**config.mk**
```make
export PLATFORM = sky130hd
export DESIGN_NAME = axi_lite_reg_file_flat
export DESIGN_NICKNAME = d
export VERILOG_FILES = /design/src/rtl/axi_lite_pkg.sv /design/src/rtl/axi_lite_reg_file_if.sv /design/src/rtl/axi_lite_reg_file.sv /design/src/flat_wrapper.sv
export SDC_FILE = /design/constraint.sdc
export NUM_CORES = 1
export LEC_CHECK = 0
export ABC_AREA = 1
export CAP_MARGIN = 25
export CORE_AREA = 2 2 256 258
export DETAILED_ROUTE_END_ITERATION = 10
export DIE_AREA = 0 0 258 260
export GPL_TIMING_DRIVEN = 0
export HOLD_SLACK_MARGIN = 0.08
export SLEW_MARGIN = 20
export SYNTH_ARGS = -nofsm -noshare
export SYNTH_HDL_FRONTEND = slang
export SYNTH_SLANG_ARGS = --single-unit
```
**constraint.sdc**
```tcl
create_clock -name Clk_CI -period 2.65 [get_ports Clk_CI]
set_input_delay 0.6625 -clock Clk_CI [delete_from_list [all_inputs] [get_ports Clk_CI]]
set_output_delay 0.6625 -clock Clk_CI [all_outputs]
set_load 0.01 [all_outputs]
```
**src/rtl/axi_lite_pkg.sv**
```systemverilog
// rtl/axi_lite_pkg.sv - shared AXI-Lite response codes and FSM state types
//
// Purpose: response encodings, response type and the write/read channel state
// enums used by the AXI-Lite register file and its interface.
// Ports: none (package).

package axi_lite_pkg;

  typedef logic [1:0] resp_t;

  localparam resp_t RESP_OKAY   = 2'b00;
  localparam resp_t RESP_SLVERR = 2'b10;
  localparam resp_t RESP_DECERR = 2'b11;

  typedef enum logic {
    WIDLE,
    WRESP
  } w_state_t;

  typedef enum logic {
    RIDLE,
    RRESP
  } r_state_t;

endpackage

```
**src/rtl/axi_lite_reg_file_if.sv**
```systemverilog
// rtl/axi_lite_reg_file_if.sv - AXI4-Lite bus bundle with master/slave views
//
// Purpose: groups the five AXI-Lite channels (AW, W, B, AR, R) into one bundle.
// Ports (per modport):
//   master - drives aw_*, w_*, ar_* payload/valid and b_ready, r_ready
//   slave  - drives aw_ready, w_ready, b_*, ar_ready, r_* payload/valid

interface axi_lite_reg_file_if #(
  parameter int ADDR_WIDTH = 32,
  parameter int DATA_WIDTH = 32
);
  import axi_lite_pkg::*;

  logic [ADDR_WIDTH-1:0]   aw_addr;
  logic                    aw_valid;
  logic                    aw_ready;

  logic [DATA_WIDTH-1:0]   w_data;
  logic [DATA_WIDTH/8-1:0] w_strb;
  logic                    w_valid;
  logic                    w_ready;

  resp_t                   b_resp;
  logic                    b_valid;
  logic                    b_ready;

  logic [ADDR_WIDTH-1:0]   ar_addr;
  logic                    ar_valid;
  logic                    ar_ready;

  logic [DATA_WIDTH-1:0]   r_data;
  resp_t                   r_resp;
  logic                    r_valid;
  logic                    r_ready;

  modport master (
    output aw_addr, aw_valid, w_data, w_strb, w_valid, b_ready,
           ar_addr, ar_valid, r_ready,
    input  aw_ready, w_ready, b_resp, b_valid, ar_ready,
           r_data, r_resp, r_valid
  );

  modport slave (
    input  aw_addr, aw_valid, w_data, w_strb, w_valid, b_ready,
           ar_addr, ar_valid, r_ready,
    output aw_ready, w_ready, b_resp, b_valid, ar_ready,
           r_data, r_resp, r_valid
  );

endinterface

```
**src/rtl/axi_lite_reg_file.sv**
```systemverilog
// rtl/axi_lite_reg_file.sv - AXI4-Lite slave register file with hardware update port
//
// Purpose: NUM_REGS bus-visible registers with byte-strobe writes, a per-register
// read-only mask and a per-register hardware load port. One outstanding read
// and one outstanding write, each answered with a registered response.
// Ports:
//   Clk_CI       - clock
//   Rst_RBI      - synchronous active-low reset
//   bus          - AXI-Lite slave bundle (AW, W, B, AR, R)
//   HwWrEn_SI    - per-register hardware load enable
//   HwWrData_DI  - hardware load data, register i in slice i
//   Reg_DO       - current register contents, register i in slice i

module axi_lite_reg_file
  import axi_lite_pkg::*;
#(
  parameter int                  AXI_ADDR_WIDTH = 32,
  parameter int                  AXI_DATA_WIDTH = 32,
  parameter int                  NUM_REGS       = 8,
  parameter logic [NUM_REGS-1:0] READ_ONLY_MASK = '0
) (
  input  logic                               Clk_CI,
  input  logic                               Rst_RBI,
  axi_lite_reg_file_if.slave                 bus,
  input  logic [NUM_REGS-1:0]                HwWrEn_SI,
  input  logic [NUM_REGS*AXI_DATA_WIDTH-1:0] HwWrData_DI,
  output logic [NUM_REGS*AXI_DATA_WIDTH-1:0] Reg_DO
);

  localparam int BYTES = AXI_DATA_WIDTH / 8;
  localparam int OFFS  = $clog2(BYTES);
  localparam int IDXW  = (NUM_REGS > 1) ? $clog2(NUM_REGS) : 1;
  localparam logic [AXI_ADDR_WIDTH-1:0] SPAN = AXI_ADDR_WIDTH'(NUM_REGS * BYTES);

  logic [NUM_REGS-1:0][AXI_DATA_WIDTH-1:0] regs;
  logic [NUM_REGS-1:0][AXI_DATA_WIDTH-1:0] reg_nxt;

  // ---------------- write channel ----------------
  w_state_t w_state, w_state_nxt;
  logic     w_fire;
  logic     w_oor;
  logic     w_ro;
  logic     w_err;
  logic [IDXW-1:0] w_idx;
  resp_t    b_resp_q;

  // The index only matters when the address is in range, so taking the low
  // IDXW bits of the word address is enough.
  assign w_oor = (bus.aw_addr >= SPAN);
  assign w_idx = IDXW'(bus.aw_addr >> OFFS);
  assign w_ro  = !w_oor && READ_ONLY_MASK[w_idx];
  assign w_err = w_oor || w_ro;

  // AW and W are only accepted together; one valid alone never handshakes.
  assign w_fire = (w_state == WIDLE) && bus.aw_valid && bus.w_valid;

  always_ff @(posedge Clk_CI) begin
    if (!Rst_RBI) begin
      w_state  <= WIDLE;
      b_resp_q <= RESP_OKAY;
    end else begin
      w_state <= w_state_nxt;
      if (w_fire) begin
        b_resp_q <= w_err ? RESP_SLVERR : RESP_OKAY;
      end
    end
  end

  always_comb begin
    w_state_nxt = w_state;
    case (w_state)
      WIDLE: if (w_fire) w_state_nxt = WRESP;
      WRESP: if (bus.b_ready) w_state_nxt = WIDLE;
      default: w_state_nxt = WIDLE;
    endcase
  end

  assign bus.aw_ready = w_fire;
  assign bus.w_ready  = w_fire;
  assign bus.b_valid  = (w_state == WRESP);
  assign bus.b_resp   = b_resp_q;

  // ---------------- read channel ----------------
  r_state_t r_state, r_state_nxt;
  logic     r_fire;
  logic     r_oor;
  logic [IDXW-1:0] r_idx;
  logic [AXI_DATA_WIDTH-1:0] r_data_q;
  resp_t    r_resp_q;

  assign r_oor  = (bus.ar_addr >= SPAN);
  assign r_idx  = IDXW'(bus.ar_addr >> OFFS);
  assign r_fire = (r_state == RIDLE) && bus.ar_valid;

  // Read data is sampled from the current flops, so a write landing on the
  // same edge is not visible to a read accepted on that edge.
  always_ff @(posedge Clk_CI) begin
    if (!Rst_RBI) begin
      r_state  <= RIDLE;
      r_data_q <= '0;
      r_resp_q <= RESP_OKAY;
    end else begin
      r_state <= r_state_nxt;
      if (r_fire) begin
        r_data_q <= r_oor ? '0 : regs[r_idx];
        r_resp_q <= r_oor ? RESP_SLVERR : RESP_OKAY;
      end
    end
  end

  always_comb begin
    r_state_nxt = r_state;
    case (r_state)
      RIDLE: if (r_fire) r_state_nxt = RRESP;
      RRESP: if (bus.r_ready) r_state_nxt = RIDLE;
      default: r_state_nxt = RIDLE;
    endcase
  end

  assign bus.ar_ready = (r_state == RIDLE);
  assign bus.r_valid  = (r_state == RRESP);
  assign bus.r_data   = r_data_q;
  assign bus.r_resp   = r_resp_q;

  // ---------------- register storage ----------------
  // Per byte: a strobed bus write wins, otherwise the hardware load applies
  // to the whole word, otherwise the byte holds.
  for (genvar i = 0; i < NUM_REGS; i++) begin : g_reg
    logic wr_sel;
    assign wr_sel = w_fire && !w_err && (w_idx == IDXW'(i));
    for (genvar b = 0; b < BYTES; b++) begin : g_byte
      assign reg_nxt[i][b*8 +: 8] =
          (wr_sel && bus.w_strb[b]) ? bus.w_data[b*8 +: 8] :
          HwWrEn_SI[i]              ? HwWrData_DI[i*AXI_DATA_WIDTH + b*8 +: 8] :
                                      regs[i][b*8 +: 8];
    end
  end

  always_ff @(posedge Clk_CI) begin
    if (!Rst_RBI) begin
      regs <= '0;
    end else begin
      regs <= reg_nxt;
    end
  end

  assign Reg_DO = regs;

endmodule

```
**src/flat_wrapper.sv**
```systemverilog
// flat-port wrapper written by rule: the top's interface ports become plain ports
module axi_lite_reg_file_flat import axi_lite_pkg::*;
#(
  parameter int                  AXI_ADDR_WIDTH = 32,
  parameter int                  AXI_DATA_WIDTH = 32,
  parameter int                  NUM_REGS       = 8,
  parameter logic [NUM_REGS-1:0] READ_ONLY_MASK = '0
)
  (Clk_CI, Rst_RBI, HwWrEn_SI, HwWrData_DI, Reg_DO, bus_aw_addr, bus_aw_valid, bus_w_data, bus_w_strb, bus_w_valid, bus_b_ready, bus_ar_addr, bus_ar_valid, bus_r_ready, bus_aw_ready, bus_w_ready, bus_b_resp, bus_b_valid, bus_ar_ready, bus_r_data, bus_r_resp, bus_r_valid);
  axi_lite_reg_file_if #(.ADDR_WIDTH(32), .DATA_WIDTH(32)) bus_i ();
  input  logic Clk_CI;
  input  logic Rst_RBI;
  input  logic [NUM_REGS-1:0] HwWrEn_SI;
  input  logic [NUM_REGS*AXI_DATA_WIDTH-1:0] HwWrData_DI;
  output logic [NUM_REGS*AXI_DATA_WIDTH-1:0] Reg_DO;
  input wire logic [$bits(bus_i.aw_addr)-1:0] bus_aw_addr;
  input wire logic [$bits(bus_i.aw_valid)-1:0] bus_aw_valid;
  input wire logic [$bits(bus_i.w_data)-1:0] bus_w_data;
  input wire logic [$bits(bus_i.w_strb)-1:0] bus_w_strb;
  input wire logic [$bits(bus_i.w_valid)-1:0] bus_w_valid;
  input wire logic [$bits(bus_i.b_ready)-1:0] bus_b_ready;
  input wire logic [$bits(bus_i.ar_addr)-1:0] bus_ar_addr;
  input wire logic [$bits(bus_i.ar_valid)-1:0] bus_ar_valid;
  input wire logic [$bits(bus_i.r_ready)-1:0] bus_r_ready;
  output wire logic [$bits(bus_i.aw_ready)-1:0] bus_aw_ready;
  output wire logic [$bits(bus_i.w_ready)-1:0] bus_w_ready;
  output wire logic [$bits(bus_i.b_resp)-1:0] bus_b_resp;
  output wire logic [$bits(bus_i.b_valid)-1:0] bus_b_valid;
  output wire logic [$bits(bus_i.ar_ready)-1:0] bus_ar_ready;
  output wire logic [$bits(bus_i.r_data)-1:0] bus_r_data;
  output wire logic [$bits(bus_i.r_resp)-1:0] bus_r_resp;
  output wire logic [$bits(bus_i.r_valid)-1:0] bus_r_valid;
  assign bus_i.aw_addr = bus_aw_addr;
  assign bus_i.aw_valid = bus_aw_valid;
  assign bus_i.w_data = bus_w_data;
  assign bus_i.w_strb = bus_w_strb;
  assign bus_i.w_valid = bus_w_valid;
  assign bus_i.b_ready = bus_b_ready;
  assign bus_i.ar_addr = bus_ar_addr;
  assign bus_i.ar_valid = bus_ar_valid;
  assign bus_i.r_ready = bus_r_ready;
  assign bus_aw_ready = bus_i.aw_ready;
  assign bus_w_ready = bus_i.w_ready;
  assign bus_b_resp = bus_i.b_resp;
  assign bus_b_valid = bus_i.b_valid;
  assign bus_ar_ready = bus_i.ar_ready;
  assign bus_r_data = bus_i.r_data;
  assign bus_r_resp = bus_i.r_resp;
  assign bus_r_valid = bus_i.r_valid;
  axi_lite_reg_file #(.AXI_ADDR_WIDTH(AXI_ADDR_WIDTH), .AXI_DATA_WIDTH(AXI_DATA_WIDTH), .NUM_REGS(NUM_REGS), .READ_ONLY_MASK(READ_ONLY_MASK)) u_core (.Clk_CI(Clk_CI), .Rst_RBI(Rst_RBI), .bus(bus_i), .HwWrEn_SI(HwWrEn_SI), .HwWrData_DI(HwWrData_DI), .Reg_DO(Reg_DO));
endmodule
```
Yosys cells after proc, flatten, opt, wreduce, memory -nomap -nowiden
Memory sizes are Yosys's and may differ from the RTL's.
Cells that the tools add are included.
- output and inout bits: 297
- bits in read-only memories: 8
- logic and storage cells: 208
- input port bits: 371
- flip-flop bits (word level): 294
- memories: 1
- memory list (memory ; depth ; width ; rd ports ; clocked after memory_dff ; wr ports ; RTL line ; RTL):
    (name not given) ; 8 ; 1 ; 1 ; 0 ; 0 ; axi_lite_reg_file.sv:51 ; assign w_ro = !w_oor && READ_ONLY_MASK[w_idx];
- mux-type cells: 76
- reductions and logical operators: 81
- bitwise gates (word level): 2
- order comparisons: 4
- equality and inequality tests: 7
- operators with widths (operator ; count):
    $mux 8 ; 64
    $bmux 32 s3 ; 1
    $ge 32x6->1 const B ; 2
    $mux 32 ; 2
    $reduce_bool 2->1 ; 32
    $logic_and 1x1->1 ; 45
    $eq 3x3->1 const B ; 4
    $lt 3x4->1 const B ; 2
    $eq 3x2->1 const B ; 2
    $mux 1 ; 5
    $mux 2 ; 2
    $pmux 1 s2 ; 2
    $eq 3x1->1 const B ; 1
    $logic_not 3->1 ; 1
    $logic_not 1->1 ; 2
    $not 1->1 ; 2
    $logic_or 1x1->1 ; 1

Depth between registers and ports, before layout
- depth in word-level cells: 9
- gate-level depth with buffers: 11
- depth with buffers taken out: 9

Worst setup path after synthesis
No wires, ideal clock.
- kind: in2reg
- start: in bus_aw_addr[13]
- end: reg u_core.regs (netlist bit u_core.Reg_DO[31])
- stages: 11
- library setup time: 142 ps
- data required time: 2508 ps
- arrival time: 1910 ps
- slack: 598 ps
- buffers on the path: 3
- path through: nor2_1 > nand2_1 > nor2_2 > nand2_2 > nor2_8 > buf_12 > buf_6 > buf_6 > nand4_1 > nand2_1 > a21oi_2
- cells in the longest elaborated chain, start to end: 9
- elaborated cells between the ends (all ways): 10
- classes of those cells: order compare (1); mux (1); reduce/logical (8)
- RTL lines (element ; RTL line ; RTL):
    start: declaration ; flat_wrapper.sv:16 ; input wire logic [$bits(bus_i.aw_addr)-1:0] bus_aw_addr;
    $ge 32x6->1 (*) ; axi_lite_reg_file.sv:49 ; assign w_oor = (bus.aw_addr >= SPAN);
    $logic_not 1->1 ; axi_lite_reg_file.sv:51 ;
    $logic_and 1x1->1 ; axi_lite_reg_file.sv:51 ;
    $logic_or 1x1->1 (*) ; axi_lite_reg_file.sv:52 ; assign w_err = w_oor || w_ro;
    $logic_not 1->1 (*) ; axi_lite_reg_file.sv:130 ; assign wr_sel = w_fire && !w_err && (w_idx == IDXW'(i));
    $logic_and 1x1->1 (*) (2 in a row) ; axi_lite_reg_file.sv:130 ;
    $logic_and 1x1->1 (*) ; axi_lite_reg_file.sv:133 ; (wr_sel && bus.w_strb[b]) ? bus.w_data[b*8 +: 8] :
    $mux 8 or $reduce_bool 2->1 (tied branches) ; - ;
    end signal: assignment ; axi_lite_reg_file.sv:143 ; regs <= reg_nxt;
    end: declaration ; axi_lite_reg_file.sv:35 ; logic [NUM_REGS-1:0][AXI_DATA_WIDTH-1:0] regs;
Mark *: on every way between the ends. The rest lies on a longest branch, timed or not.
A chain may end at the register's enable or synchronous reset.

Final worst setup path
- start: in bus_ar_addr[3]
- end: reg u_core.r_data_q[10], in the netlist u_core.bus.r_data[10]
- cells in the longest elaborated chain, start to end: 3
- elaborated cells between the ends (all ways): 4
- classes of those cells: order compare (1); mux (3)
- RTL lines (element ; RTL line ; RTL):
    start: declaration ; flat_wrapper.sv:22 ; input wire logic [$bits(bus_i.ar_addr)-1:0] bus_ar_addr;
    branches (longest 2 deep; another with $ge 32x6->1) ; - ;
    $mux 32 (*) ; axi_lite_reg_file.sv:105 ; r_data_q <= r_oor ? '0 : regs[r_idx];
    end signal: assignment ; axi_lite_reg_file.sv:105 ;
    end: declaration ; axi_lite_reg_file.sv:88 ; logic [AXI_DATA_WIDTH-1:0] r_data_q;
Every way passes the cells marked *. The select of a mux whose other input is x is not followed.

==> reports/qor.csv <==
stage,metric,value,unit
outcome,outcome,"finished, final reports clean",
drt,DR WL/cell,28.69,microns
cells_and_area,Nets,3828,
drt,vias per std cell,5.609,
cells_and_area,Finished Layout Cells,4348,
floorplanning,Die Span X,258,microns
global_routing,largest net degree at the start of global routing,12,
synthesis,cell with the most instances after synthesis,nand2_1,
global_routing,gr usage total,0.3542,
setup_path,R2R Setup Slk,530,ps
setup_path,Critical path origin,bus_ar_addr[3],
synthesis,register area share after synthesis,0.3259,
setup_path,R2R cell count,12,
synthesis,Post-synth EDFFs,0,
sta,"Setup violations, final",0,
global_routing,antenna violations before repair,7,
floorplanning,die area,67080,sq um
synthesis,Async SR Flop Fraction,0,
sta,endpoints failing hold,0,
sta,Fin Setup TNS,0,ps
drt,drt pass-1 iters,5,
synthesis,post-synthesis xor/xnor area fraction,0,
power_and_ir_drop,maximum vdd drop,0.0004225,V
power_and_ir_drop,total power divided by cell area,507.4,nW/um^2
synthesis,Syn Area/Cell,6.489,sq um
placed_design,I/O Buffers,645,
clock_tree,Longest Clk Path Bufs,3,
clock_tree,clk sink count,292,
clock_tree,H-tree depth,2,
sta,Final Critical Period,2628,ps
clock_tree,insertion delay to the later sink of the worst-skew pair,570,ps
setup_path,Critical Path End Type,flip-flop,
setup_path,Setup crit start kind,input port,
clock_tree,CTS root buffer,clkbuf_16,
sta,FMAX,0.3805,GHz
synthesis,main combinational cell family by area after synthesis,simple AND/OR/NAND/NOR gates,
synthesis,Compound-Gate Fraction of Synth Area,0.1528,
floorplanning,Row Count,93,
setup_path,WP data arrival,3120,ps
clock_tree,TritonCTS Buffers,38,
synthesis,area share of the leading cell type in the synthesized netlist,0.3259,
hold_path,Hold WC Path Type,flip-flop to flip-flop,
setup_path,critical setup path kind,input port to flip-flop,
power_and_ir_drop,leakage power,10.82,nW
synthesis,adder-cell share of the synthesized area,0,
synthesis,Cell variety after synth,28,
flow_run,Max Cap Viol,0,
placed_design,pre-CTS WS,-1013,ps
synthesis,Area contributors post-synth,"dfxtp_1 33%, nand2_1 19%, nand4_1 9.0%",
setup_path,Worst Path Required,3150,ps
floorplanning,effective utilization at floorplan,0.2797,
cells_and_area,Area Overhead vs Synth,50.06,%
drt,Routed Wire Length,124800,microns
clock_tree,Clock transition at path regs,60,ps
synthesis,cell area after synthesis,17930,sq um
synthesis,Mapped Cells,2764,
cells_and_area,Register Area,5846,sq um
floorplanning,area of the core,64120,sq um
sta,relative slew slack,0.3047,
synthesis,Yosys warnings,0,
global_routing,GRT overflow,0,
synthesis,Synth Area in Simple Gates,0.4264,
setup_path,reg2reg end,u_core.Reg_DO[239],
setup_path,Max Fanout on Critical Path,10,
sta,RSZ-0062 raised after global routing,yes,
synthesis,"area leader, netlist",dfxtp_1,
synthesis,Main synth FF type,dfxtp_1,
cells_and_area,FILL cells,6877,
sta,Worst Skew,14.50,ps
synthesis,Commonest cells post-synth,"917 x nand2_1, 292 x dfxtp_1, 260 x nand3_1",
floorplanning,chip height,260,microns
sta,Worst-Margin Slew,1043,ps
sta,worst setup margin,21.57,ps
synthesis,multiplexer area fraction after synthesis,0,
sta,Final Max Tran Viols,0,
clock_tree,CTS tree,yes,
drt,DR iter-0 viols,3037,
sta,Final Cycle Share,0.9919,
floorplanning,Ports,668,
cells_and_area,layout cells sized above 1,0.07401,
drt,drc violations,0,
placed_design,Inst Count DP,4265,
synthesis,Seq cells post-synth,292,
setup_path,FF-to-FF Start,u_core.bus.b_valid,
drt,via count,24390,
setup_path,Critical Path End,u_core.bus.r_data[10],
drt,Post-DRT Antenna Nets,0,
placed_design,Final Wtd Congestion,1.008,
cells_and_area,multi-input logic area,10410,sq um
placed_design,dpl hpwl,98760,microns
global_routing,first-pass GRT wire length,169500,microns
global_routing,vias in the first global route,22860,
[state kept, by name (all words and copies together), names as in the netlist]
name	flops
u_core.Reg_DO	256
u_core.bus.b_resp	1
u_core.bus.r_valid	1
u_core.bus.b_valid	1
u_core.bus.r_resp	1
u_core.bus.r_data	32
[worst min path at each step]
stage,startpoint,to,cells past startpoint
2_1_floorplan,u_core.bus.r_data[31],u_core.bus.r_data[31],2
3_3_place_gp,u_core.bus.r_data[31],u_core.bus.r_data[31],2
3_5_place_dp,u_core.bus.r_data[31],u_core.bus.r_data[31],2
4_1_cts,u_core.bus.r_data[31],u_core.bus.r_data[31],2
5_1_grt,u_core.bus.r_data[31],u_core.bus.r_data[31],2
6_report,u_core.bus.r_data[31],u_core.bus.r_data[31],2
[critical path: stages]
cell             delay, ps
clkdlybuf4s50_1        480
clkbuf_2               370
clkbuf_1               410
o21ai_0                190
o22ai_1                350
nand2_1                100
nand2_1                300
nand2_1                110
a21oi_1                130
[report_power, final]
| group | switching [mW] | internal, mW | total [mW] |
|---|---|---|---|
| combinational | 1.86 | 1.29 | 3.15 |
| clock | 2.25 | 3.32 | 5.57 |
| sequential | 0.285 | 4.64 | 4.93 |
| total | 4.40 | 9.26 | 13.7 |
[cell families (layout without fill, tap and decap cells)]
kind of cell	count (synthesis)	after routing
flip-flops	292	292
AO/OA/AOI/OAI	509	509
other	1	9
AND/OR/NAND/NOR	1640	1640
buffers and inverters	322	1043
[placed cells by master, fill, tap and decap left out, types with 2 or more instances in the layout]
master / count
nand2_1: 917
inv_2: 2
nand3_2: 8
inv_1: 45
clkinv_2: 5
bufinv_16: 2
buf_2: 22
dfxtp_1: 292
diode_2: 7
nor3_4: 8
o21ai_0: 157
a21oi_1: 259
conb_1: 2
clkbuf_16: 41
buf_4: 9
clkbuf_1: 160
nor2_1: 158
clkdlybuf4s50_1: 643
clkbuf_8: 11
clkinv_1: 2
nand3_4: 25
clkbuf_2: 29
o22ai_1: 60
buf_12: 4
nand4_1: 259
buf_6: 53
nand3_1: 260
o22ai_2: 2
buf_1: 9
a21oi_2: 30
inv_4: 3
nor3_1: 2
[per-stage QoR]
stage	utilization	hold WS, ps	cell area [sq um]	power (mW)
2_1_floorplan	-	487.4	17940	6.098
3_3_place_gp	0.3972	462.8	25460	8.055
3_5_place_dp	0.3972	462.9	25460	8.057
4_1_cts	0.4178	471.0	26790	13.54
5_1_grt	0.4197	480.1	26910	13.96
6_report	0.4197	471.1	26910	13.65
[timing repair]
action | 4_1_cts | 5_1_grt
setup buffers | 0 | 5
setup endpoints to repair | 33 | 204
hold buffers | 0 | 0
hold endpoints to repair | 0 | 0
resized for setup | 15 | 43
pin swaps | 0 | 1
[metal layers]
metal / share of wire / routed length [microns] / up-vias / GRT usage
met1: 0.39 / 48040 / 11410 / 0.4493
li1: - / - / 10880 / -
met5: 0 / 0 / - / 0
met3: 0.12 / 14410 / 337 / 0.08938
met2: 0.44 / 54870 / 1759 / 0.5511
met4: 0.060 / 7447 / 0 / 0.1916
[cell type report]
| type | count | area share |
|---|---|---|
| Clock inverter | 7 | 0.003161 |
| Multi-Input combinational cell | 2151 | 0.3867 |
| Sequential cell | 292 | 0.2172 |
| Antenna cell | 7 | 0.0006509 |
| Tap cell | 855 | 0.03975 |
| Clock buffer | 62 | 0.04514 |
| Inverter | 52 | 0.007532 |
| Buffer | 270 | 0.05705 |
| Timing Repair Buffer | 652 | 0.2428 |
No activity file was read; power rests on OpenSTA's default activity.
==> RTL edit (same flow settings) <==
Reset style: asynchronous (`Rst_RBI`), changed in 3 clocked blocks. Comments in the files are not updated.
--- a/src/rtl/axi_lite_reg_file.sv
+++ b/src/rtl/axi_lite_reg_file.sv
@@ -54,7 +54,7 @@
   // AW and W are only accepted together; one valid alone never handshakes.
   assign w_fire = (w_state == WIDLE) && bus.aw_valid && bus.w_valid;
 
-  always_ff @(posedge Clk_CI) begin
+  always_ff @(posedge Clk_CI or negedge Rst_RBI) begin
     if (!Rst_RBI) begin
       w_state  <= WIDLE;
       b_resp_q <= RESP_OKAY;
@@ -94,7 +94,7 @@
 
   // Read data is sampled from the current flops, so a write landing on the
   // same edge is not visible to a read accepted on that edge.
-  always_ff @(posedge Clk_CI) begin
+  always_ff @(posedge Clk_CI or negedge Rst_RBI) begin
     if (!Rst_RBI) begin
       r_state  <= RIDLE;
       r_data_q <= '0;
@@ -136,7 +136,7 @@
     end
   end
 
-  always_ff @(posedge Clk_CI) begin
+  always_ff @(posedge Clk_CI or negedge Rst_RBI) begin
     if (!Rst_RBI) begin
       regs <= '0;
     end else begin
Formal check against the unedited RTL: differs if Rst_RBI is asserted again (counterexample within 4 cycles, from zero or initial values and one cycle with Rst_RBI low); with Rst_RBI held inactive, the same outputs for 4 cycles.
==> RTL edit against the original RTL <==
Synthesized area up 2.1%; setup slack gained 0.078 ns; routed wire length is 3.2% lower; critical endpoint is now bus_aw_ready; power rose by 5.2%; worst hold slack gained 0.0059 ns; synthesized cell count shrank 0.65%; sequential cell count stayed put; clock skew grew 0.0096 ns; first-iteration DRC count down 4.7%; cell area rose by 1.5%; clock power rose by 0.9%.
==> RTL edit: results (changes against the original RTL) <==
Power and ir drop
The cell internal power dissipation is 9.67 mW (+4.4%). The share of total power in sequential cells is 36.5% (+0.4 points). The total leakage power is 13.1 nW (+22%). The net switching power of the design was 4.69 mW (+6.7%).

Critical path
The worst register-to-register path ends at u_core.bus.r_data[24]. The worst register-to-register path begins at u_core.bus.r_valid. The largest driver fanout on the critical path came to 3 (-7). The number of cells on the worst reg-to-reg path is 8 (-4). The slack of the worst reg-to-reg path is 0.25 ns (-0.28 ns).

Clock network
The clock insertion delay at the later pin of the skew report came to 0.59 ns (+0.02 ns).

Min path
The startpoint of the tightest hold check path is u_core.bus.r_data[27]. The worst-case hold path end point is u_core.bus.r_data[27].

Synthesis
The commonest cells after synthesis are nand2_1 (1,310), nand3_1 (347), dfrtp_1 (292). The number of distinct library cells after synthesis was 24 (-14%). The share of flip-flops with an asynchronous set or reset was 100% (+100 points). The sequential area share after synthesis is 39.9% (+7.3 points). In the post-synthesis netlist, the biggest area contributors are dfrtp_1 (40%), nand2_1 (27%), nand3_1 (9.5%).

STA
The transition at the pin with the smallest max-transition slack is 1.06 ns (+0.0159 ns). The post-route clock skew is 0.0241 ns (+0.00958 ns).

Final layout
The number of nets in the finished design is 3,810 (-0.47%). The proportion of layout cells with a drive suffix above 1 came to 5.42% (-2.0 points). The fill cell instance count of the final layout came to 6,728 (-2.2%).

Routing
The via count came to 23,767 (-2.5%). The count of routing violations after the opening detailed-route iteration was 2,895 (-4.7%). The number of iterations in the first detailed-routing pass came to 7 (+2).

Placement
The sum of net half-perimeters after detailed placement is 95.2 mm (-3.6%). The final estimated routing congestion in global placement is 0.963 (-4.4%). The count of input and output buffers is 644 (-0.16%).

Run status
The run finished with clean final reports.

Global routing
The number of global-route vias before repair is 22,821 (-0.15%). The initial antenna violation count was 13 (+6).
[RTL edit: cell count changes after synthesis, sizes merged, moves of 26 or more]
cell / delta
nand2: +392
dfrtp: +292
dfxtp: -292
a21oi: -286
o21ai: -83
nand3: +79
nor2: -59
clkbuf: -38
o22ai: -26
[RTL edit: worst max-delay path, stage by stage]
cell             delay (ns)
clkdlybuf4s50_1        0.46
nand3_1                0.11
inv_1                  0.11
clkdlybuf4s50_1        0.55
[RTL edit: metrics by stage]
step	area, um^2	utilization [%]	hold slack, ns	instances	setup WS, ns
2_1_floorplan	18300	-	0.367	2747	0.680
3_3_place_gp	25800	40.3	0.465	4246	-13.05
3_5_place_dp	25900	40.5	0.465	4251	-1.16
4_1_cts	27300	42.6	0.480	4321	0.00249
5_1_grt	27300	42.6	0.502	4326	0.0364
6_report	27300	42.6	0.477	4328	0.0998
[RTL edit: area by class of cell]
| type | instances | share of cell area [%] |
|---|---|---|
| Clock inverter | 10 | 0.481 |
| Clock buffer | 58 | 4.28 |
| Antenna cell | 6 | 0.0549 |
| Inverter | 51 | 0.700 |
| Tap cell | 855 | 3.91 |
| Sequential cell | 292 | 26.7 |
| Multi-Input combinational cell | 2169 | 35.4 |
| Timing Repair Buffer | 652 | 24.2 |
| Buffer | 235 | 4.30 |
[RTL edit: worst max-delay path by stage]
stage | start | to | slack, ns | depth (start not counted)
2_1_floorplan | bus_aw_addr[2] | u_core.Reg_DO[57] | 0.68 | 7
3_3_place_gp | Rst_RBI | u_core.Reg_DO[248] | -13.05 | 1
3_5_place_dp | bus_ar_addr[3] | u_core.bus.r_data[14] | -1.16 | 8
4_1_cts | bus_w_valid | bus_w_ready | 0.002 | 5
5_1_grt | bus_ar_addr[3] | u_core.bus.r_data[14] | 0.04 | 8
6_report | bus_w_valid | bus_aw_ready | 0.1 | 4
[RTL edit: layer usage]
metal | wire length, um | global-route usage (%) | vias up | part of all wire (%)
met4 | 5350 | 14.8 | 14 | 4.4
li1 | - | - | 10522 | -
met2 | 55000 | 55.9 | 1544 | 46
met1 | 47300 | 44.9 | 11407 | 39
met5 | 94 | 0 | - | 0.078
met3 | 13000 | 8.61 | 280 | 11
[RTL edit: timing repair]
item                       4_1_cts  5_1_grt
hold endpoints to repair        13        0
buffers inserted                 1        0
resized for setup                6       11
pin swaps                        1        0
setup endpoints to repair       61       24
hold buffers                     1        0
[RTL edit: logic make-up after synthesis]
| family | share of synthesized area, % |
|---|---|
| other cells | 0.0205 |
| flops | 39.9 |
| compound gates | 3.33 |
| simple gates | 49.4 |
| buf+inv | 7.32 |
